File: src/rtl/demux_bank.sv
// demux_bank -- distributes input words into four slot registers.
//
// A producer presents D with a destination slot M and in_valid. A word is
// taken on a rising edge when in_valid and in_ready are both high. in_ready
// is low whenever the addressed slot already holds a word, so a loaded slot
// is never overwritten and the producer stalls instead. Once all four slots
// are loaded the bank stays LOADED until the consumer pulses consume, which
// clears the loaded flags but leaves the slot data in place.
//
// Ports
//   clk        in   rising-edge clock
//   rst_n      in   asynchronous active-low reset
//   D          in   WIDTH  data word to distribute
//   M          in   2      destination slot select
//   in_valid   in   1      producer has a valid D/M
//   in_ready   out  1      addressed slot is free (combinational on M, full)
//   out0..out3 out  WIDTH  slot registers
//   full       out  4      per-slot loaded flags
//   fill_count out  3      number of loaded slots, 0..4
//   all_full   out  1      all four slots loaded
//   done       out  1      one-cycle pulse after the bank becomes loaded
//   consume    in   1      release a fully loaded bank
module demux_bank #(
  parameter int WIDTH = 16
) (
  input  logic             clk,
  input  logic             rst_n,
  input  logic [WIDTH-1:0] D,
  input  logic [1:0]       M,
  input  logic             in_valid,
  output logic             in_ready,
  output logic [WIDTH-1:0] out0,
  output logic [WIDTH-1:0] out1,
  output logic [WIDTH-1:0] out2,
  output logic [WIDTH-1:0] out3,
  output logic [3:0]       full,
  output logic [2:0]       fill_count,
  output logic             all_full,
  output logic             done,
  input  logic             consume
);

  // Bank state is derived from the loaded-slot count rather than stored.
  localparam logic [1:0] ST_EMPTY   = 2'd0;
  localparam logic [1:0] ST_FILLING = 2'd1;
  localparam logic [1:0] ST_LOADED  = 2'd2;

  function automatic logic [2:0] popcount4(input logic [3:0] v);
    popcount4 = {2'b00, v[0]} + {2'b00, v[1]} + {2'b00, v[2]} + {2'b00, v[3]};
  endfunction

  logic [WIDTH-1:0] slot_q [4];
  logic [WIDTH-1:0] slot_d [4];
  logic [3:0]       full_q, full_d;
  logic [2:0]       cnt_q, cnt_d;
  logic             done_q, done_d;
  logic [1:0]       state_s;
  logic             ready_s;
  logic             xfer_s;

  // Decode the bank state from the registered count.
  always_comb begin
    case (cnt_q)
      3'd0:    state_s = ST_EMPTY;
      3'd4:    state_s = ST_LOADED;
      default: state_s = ST_FILLING;
    endcase
  end

  // Ready tracks the addressed slot; in LOADED every slot is full, so it is 0.
  always_comb begin
    ready_s = ~full_q[M];
    xfer_s  = in_valid & ready_s;
  end

  // Next-state: load one slot on a transfer, or clear the flags on consume.
  always_comb begin
    full_d = full_q;
    slot_d = slot_q;
    case (state_s)
      ST_LOADED: begin
        if (consume) begin
          full_d = 4'b0000;
        end else begin
          full_d = full_q;
        end
      end
      ST_EMPTY, ST_FILLING: begin
        if (xfer_s) begin
          full_d    = full_q | (4'b0001 << M);
          slot_d[M] = D;
        end else begin
          full_d = full_q;
        end
      end
      default: full_d = full_q;
    endcase
    cnt_d  = popcount4(full_d);
    // Only the edge that enters LOADED produces a done pulse.
    done_d = (cnt_d == 3'd4) && (state_s != ST_LOADED);
  end

  // State registers with asynchronous clear.
  always_ff @(posedge clk or negedge rst_n) begin
    if (!rst_n) begin
      for (int i = 0; i < 4; i++) begin
        slot_q[i] <= '0;
      end
      full_q <= 4'b0000;
      cnt_q  <= 3'd0;
      done_q <= 1'b0;
    end else begin
      slot_q <= slot_d;
      full_q <= full_d;
      cnt_q  <= cnt_d;
      done_q <= done_d;
    end
  end

  // Output mapping.
  always_comb begin
    in_ready   = ready_s;
    out0       = slot_q[0];
    out1       = slot_q[1];
    out2       = slot_q[2];
    out3       = slot_q[3];
    full       = full_q;
    fill_count = cnt_q;
    all_full   = (cnt_q == 3'd4);
    done       = done_q;
  end

endmodule

File: config.mk
export PLATFORM = sky130hd
export DESIGN_NAME = demux_bank
export DESIGN_NICKNAME = d
export VERILOG_FILES = /design/src/rtl/demux_bank.sv
export SDC_FILE = /design/constraint.sdc
export NUM_CORES = 1
export LEC_CHECK = 0
export ABC_AREA = 1
export CAP_MARGIN = 5
export CORE_MARGIN = 10
export CORE_UTILIZATION = 40
export DETAILED_ROUTE_END_ITERATION = 8
export PLACE_DENSITY = 0.7
export SLEW_MARGIN = 20
export SYNTH_ARGS = -nofsm -noshare
export SYNTH_HDL_FRONTEND = slang
export SYNTH_SLANG_ARGS = --single-unit
export TNS_END_PERCENT = 100
File: constraint.sdc
create_clock -name clk -period 4.75 [get_ports clk]
set_input_delay 0.95 -clock clk [delete_from_list [all_inputs] [get_ports clk]]
set_output_delay 0.95 -clock clk [all_outputs]
set_load 0.02 [all_outputs]
## Word-level counts from Yosys, hierarchy flattened

Index checks and enable logic that the tools add are counted.
Widths: inputs -> output; s select.

- Bits in registers: 72
- Input bits: 22
- Output and inout bits: 74
- Word-level logic and storage cells: 38

- Add/sub/neg operators: 3
- Magnitude comparators: 3
- Equality and inequality tests: 5
- Shift-type cells: 1
- Muxes and demuxes: 9
- Bitwise operators: 4
- Reductions and logical operators: 6

Operators by type and width:

| operator | number |
|---|---|
| $bwmux 64 | 1 |
| $demux 16 s2 | 1 |
| $mux 16 | 1 |
| $mux 4 | 2 |
| $pmux 4 s2 | 1 |
| $eq 3x3->1 const B | 2 |
| $or 4x4->4 | 1 |
| $pmux 2 s2 | 1 |
| $shl 1x2->4 const A | 1 |
| $add 2x1->3 | 1 |
| $add 3x1->3 | 1 |
| $ge 3x3->1 const B | 1 |
| $logic_not 3->1 | 1 |
| $lt 2x3->1 const B | 1 |
| $lt 3x1->1 const B | 1 |
| $not 2->3 | 1 |
| $add 1x1->2 | 1 |
| $bmux 1 s2 | 1 |
| $eq 2x1->1 const B | 1 |
| $eq 2x2->1 const B | 1 |
| $logic_and 1x1->1 | 2 |
| $logic_not 2->1 | 1 |
| $ne 2x2->1 const B | 1 |
| $reduce_and 2->1 | 1 |
| 4 further kinds | 4 |

## Longest topological paths before layout

- Depth in word-level cells: 11
- Mapped depth: 13
- Depth with buffers taken out: 11

## Worst setup path after synthesis

OpenSTA, ideal clock, no wires.

- Path type: input to register
- From: in M[1]
- To: reg done_q, in the netlist done
- Library setup time: 0.101 ns
- Arrival: 3.088 ns
- Required time: 4.649 ns
- Slack: 1.561 ns
- Stages on the path: 12
- Path buffers: 2
- Cell sequence: buf_6 nor2_8 nand2_1 nand2_2 nor2_8 nand3_4 buf_2 o21ai_0 fa_1 ha_1 ha_1 nor4_1

- Cells in the longest elaborated chain, start to end: 11
- Elaborated cells on any way between the ends: 13
- Classes of those cells: 3 x add/sub; 1 x eq/ne; 1 x shift; 4 x mux; 3 x bitwise; 1 x reduce/logical

RTL lines:

| what | RTL line | source |
|---|---|---|
| start: declaration | 29 | `input logic [1:0] M,` |
| $bmux 1 s2 | 72 | `ready_s = ~full_q[M];` |
| $mux 1 (not written as such) | 72 |  |
| $not 1->1 | 72 |  |
| $and 1x1->1 | 73 | `xfer_s = in_valid & ready_s;` |
| $mux 4 (*) | 89 | `if (xfer_s) begin` |
| $pmux 4 s2 (*) | 80 | `case (state_s)` |
| via full_d[0] | 54 | `logic [3:0] full_q, full_d;` |
| $add 1x1->2 (*) | 49 | `popcount4 = {2'b00, v[0]} + {2'b00, v[1]} + {2'b00, v[2]} + {2'b00, v[3]};` |
| $add 2x1->3 (*) | 49 |  |
| $add 3x1->3 (*) | 49 |  |
| via cnt_d[1] | 55 | `logic [2:0] cnt_q, cnt_d;` |
| $eq 3x3->1 (*) | 100 | `done_d = (cnt_d == 3'd4) && (state_s != ST_LOADED);` |
| $logic_and 1x1->1 (*) | 100 |  |
| via done_d | 56 | `logic done_q, done_d;` |
| end signal: assignment | 116 | `done_q <= done_d;` |
| end: declaration | 56 |  |

Mark *: on every way through the listed nets, which the timed path passes. The rest lies on a longest branch. The select of a mux whose other input is x is not followed.
A chain may end at the register's enable or synchronous reset.

## Worst setup path after layout

- From: in M[1]
- To: out in_ready

- Cells in the longest elaborated chain, start to end: 3

RTL lines:

| what | RTL line | source |
|---|---|---|
| $bmux 1 s2 | 72 |  |
| $mux 1 (not written as such) | 72 |  |
| $not 1->1 | 72 |  |
| end: declaration | 31 | `output logic in_ready,` |

Every way passes these cells. The select of a mux whose other input is x is not followed.

==> flow_summary_export.csv <==
group,metric,value,unit
outcome,status,"finished, final reports clean",
placement,gp_congestion,0.822,
routing,vias_per_cell,5.15,
logic_synthesis,yosys.area_share.simple,33.8,%
cts,clock-sinks,72,
sta,setup_tns,0,ps
pwr,p_leak,2.04,nW
grt,gr-usage-all-layers,15.3,%
critical_path,cp_slowest_stage_delay,730,ps
sta,finalHoldViolCount,0,
logic_synthesis,synthDistinctLibCells,24,
routing,via_count,2654,
layout,fillerInstances,672,
critical_path,worst_ep_arrival_time,3150,ps
cts,cts_resized,0,
layout,ff_latch_area,1800,um2
placement,dp_slack,415,ps
layout,final_layout_size_suffix_gt1_share,7.99,%
sta,clock_skew,9.06,ps
cts,postCtsSetupRepairBufs,0,
floorplanning,die_h,109,um
sta,worstMarginPinSlew,894,ps
logic_synthesis,yosys_warnings,0,
logic_synthesis,syn_inst,323,
logic_synthesis,syn_nets,348,
layout,n_antenna_cell,0,
min_path,hp-start,"out2[6]",
floorplanning,rows,32,
routing,drc,0,
cts,worstSkewPairLatency,340,ps
sta,setup_viol,0,
logic_synthesis,synth_edf_count,0,
logic_synthesis,async_flop_share,100,%
routing,drt_iter0_drc,189,
routing,ant_nets,0,
critical_path,required,3800,ps
layout,area_delta_synth_final,36.2,%
logic_synthesis,yosys_most_used_dff,"dfrtp_1",
sta,period_needed,4100,ps
critical_path,cp_slowest_cell,"clkdlybuf4s50_1",
critical_path,ff2ff_path_depth,9,
cts,ctsHoldBuffers,0,
logic_synthesis,syn_area_per_cell,9.78,um2
routing,routed_wl,8920,um
layout,final_common_cell,"nand2_1",
logic_synthesis,yosysSeqAreaShare,57.0,%
grt,grt_pass1_wl,14200,um
placement,portBuffers,95,
critical_path,path_cells,"clkdlybuf4s50_1 > nor2_8 > nand2_1 > nand2_2 > nor2_8 > clkdlybuf4s50_1",
cts,cts_buffers,9,
grt,antenna_found_initial,0,
grt,grt_max_degree,73,
grt,grt_pass1_vias,2661,
logic_synthesis,synth-compound-area-share,1.23,%
cts,clk_path_buf_depth,2,
routing,drtPass1Iterations,5,
critical_path,critPathMaxFanout,32,
pwr,power_density,739,nW/um2
critical_path,rr_endpoint,"done",
layout,design_area,4310,um2
logic_synthesis,muxShareOfSynthArea,0,%
logic_synthesis,netlist_area,3160,um2
critical_path,crit_path_start_kind,"primary input",
placement,hpwl,6390,um
critical_path,r2r_start,"full[3]",
critical_path,crit_family,"buffers and inverters",
layout,layout_common_cells,"130 x nand2_1, 94 x clkdlybuf4s50_1, 72 x dfrtp_1, 64 x nand4_1, 10 x clkbuf_8",
min_path,hold_class,"reg2reg",
pwr,vdd_drop_max,0.000338,V
cts,root_buffer,"clkbuf_8",
sta,setup_ws,652,ps
min_path,hold_end,"out2[6]",
placement,placed_area,4100,um2
cts,htreeDepth,3,
logic_synthesis,synth_top_family_by_area,"simple AND/OR/NAND/NOR gates",
critical_path,worstSetupPathType,"in2out",
sta,slew_headroom,40.4,%
grt,overflow,0,
layout,multiInputGateArea,1150,um2
cts,path_clk_slew,70,ps
floorplanning,start_util,41.1,%
sta,period_share,86.3,%
cts,cts_tree,"yes",
critical_path,endpoint_kind,"output pin",
routing,wire_per_inst,17.3,um
sta,slew_violations,0,
floorplanning,chipWidth,109,um
layout,final_nets,435,
run,cap_violations,0,
logic_synthesis,synthAdderAreaFrac,1.43,%
min_path,holdPathStages,2,
floorplanning,die_area,11900,um2
sta,clock.fmax,0.244,GHz
critical_path,cp_num_buf_inv,2,
floorplanning,core_area,7690,um2
logic_synthesis,synthXorXnorAreaFrac,0,%
floorplanning,io_pins,96,
critical_path,rrSetupSlack,1820,ps
sta,rsz0062_at_grt,"false",
logic_synthesis,ys_ff_latch,72,
[power breakdown]
part	total, mW	internal (mW)	switching [mW]
Clock	0.523	0.305	0.219
Combinational	1.55	0.688	0.858
Sequential	1.11	0.916	0.195
[metal layers]
| metal | global-route usage (%) | vias to the layer above | wire length, um |
|---|---|---|---|
| met3 | 6.90 | 4 | 858 |
| met2 | 23.5 | 101 | 4170 |
| met4 | 3.95 | 0 | 48 |
| met5 | 0 | - | 0 |
| li1 | - | 1280 | - |
| met1 | 19.1 | 1269 | 3840 |
[cell type report]
class / instances / area share, %
clock buffers: 11 / 3.28
flip-flops and latches: 72 / 41.8
clock inverters: 3 / 1.57
well taps: 102 / 2.96
repair buffers: 100 / 22.9
multi-input cells: 219 / 26.7
inverters: 8 / 0.697
[how the worst max path moves through the flow]
stage / to / depth (start not counted) / from
final: in_ready / 6 / M[1]
after global routing: done / 11 / M[1]
after CTS: in_ready / 6 / M[1]
after global placement: done / 11 / M[1]
after floorplan: done / 12 / M[1]
after detailed placement: done / 11 / M[1]
[sequential cells by signal, summed over array words and instances (netlist names)]
name	flops
done	1
out3	16
out2	16
full	4
fill_count	3
out1	16
out0	16
[worst min-delay path: cells and delay by family (launching register included)]
family	cells	cell delay, ps
AND/OR/NAND/NOR	2	90
flip-flops	1	350
[metrics by stage]
step                      instances  util (%)  hold slack (ps)  total power, mW
after floorplan                 323         -              578             1.91
after global placement          501      53.3              460             2.66
after detailed placement        501      53.3              462             2.68
after CTS                       515      56.0              478             3.22
after global routing            515      56.0              499             3.39
final                           515      56.0              475             3.18
[Yosys cell counts, types with 2 or more instances]
cell,n,share of area [%]
buf_2,13,2.1
buf_6,8,2.9
clkbuf_1,2,0.24
dfrtp_1,72,57
ha_1,2,0.79
inv_1,5,0.59
inv_2,2,0.24
nand2_1,130,15
nand2_2,2,0.40
nand3_1,2,0.32
nand3_4,4,2.2
nand4_1,64,13
nor2_2,2,0.40
nor2_8,2,1.3
o21ai_0,4,0.63
[kinds of logic (layout without fill, tap and decap cells)]
group	Yosys count	after routing
adders and majority gates	3	3
DFF	72	72
buffers and inverters	32	122
and+or+nand+nor	211	211
AOI/OAI and AO/OA	5	5
(Power assumes the default switching activity.)
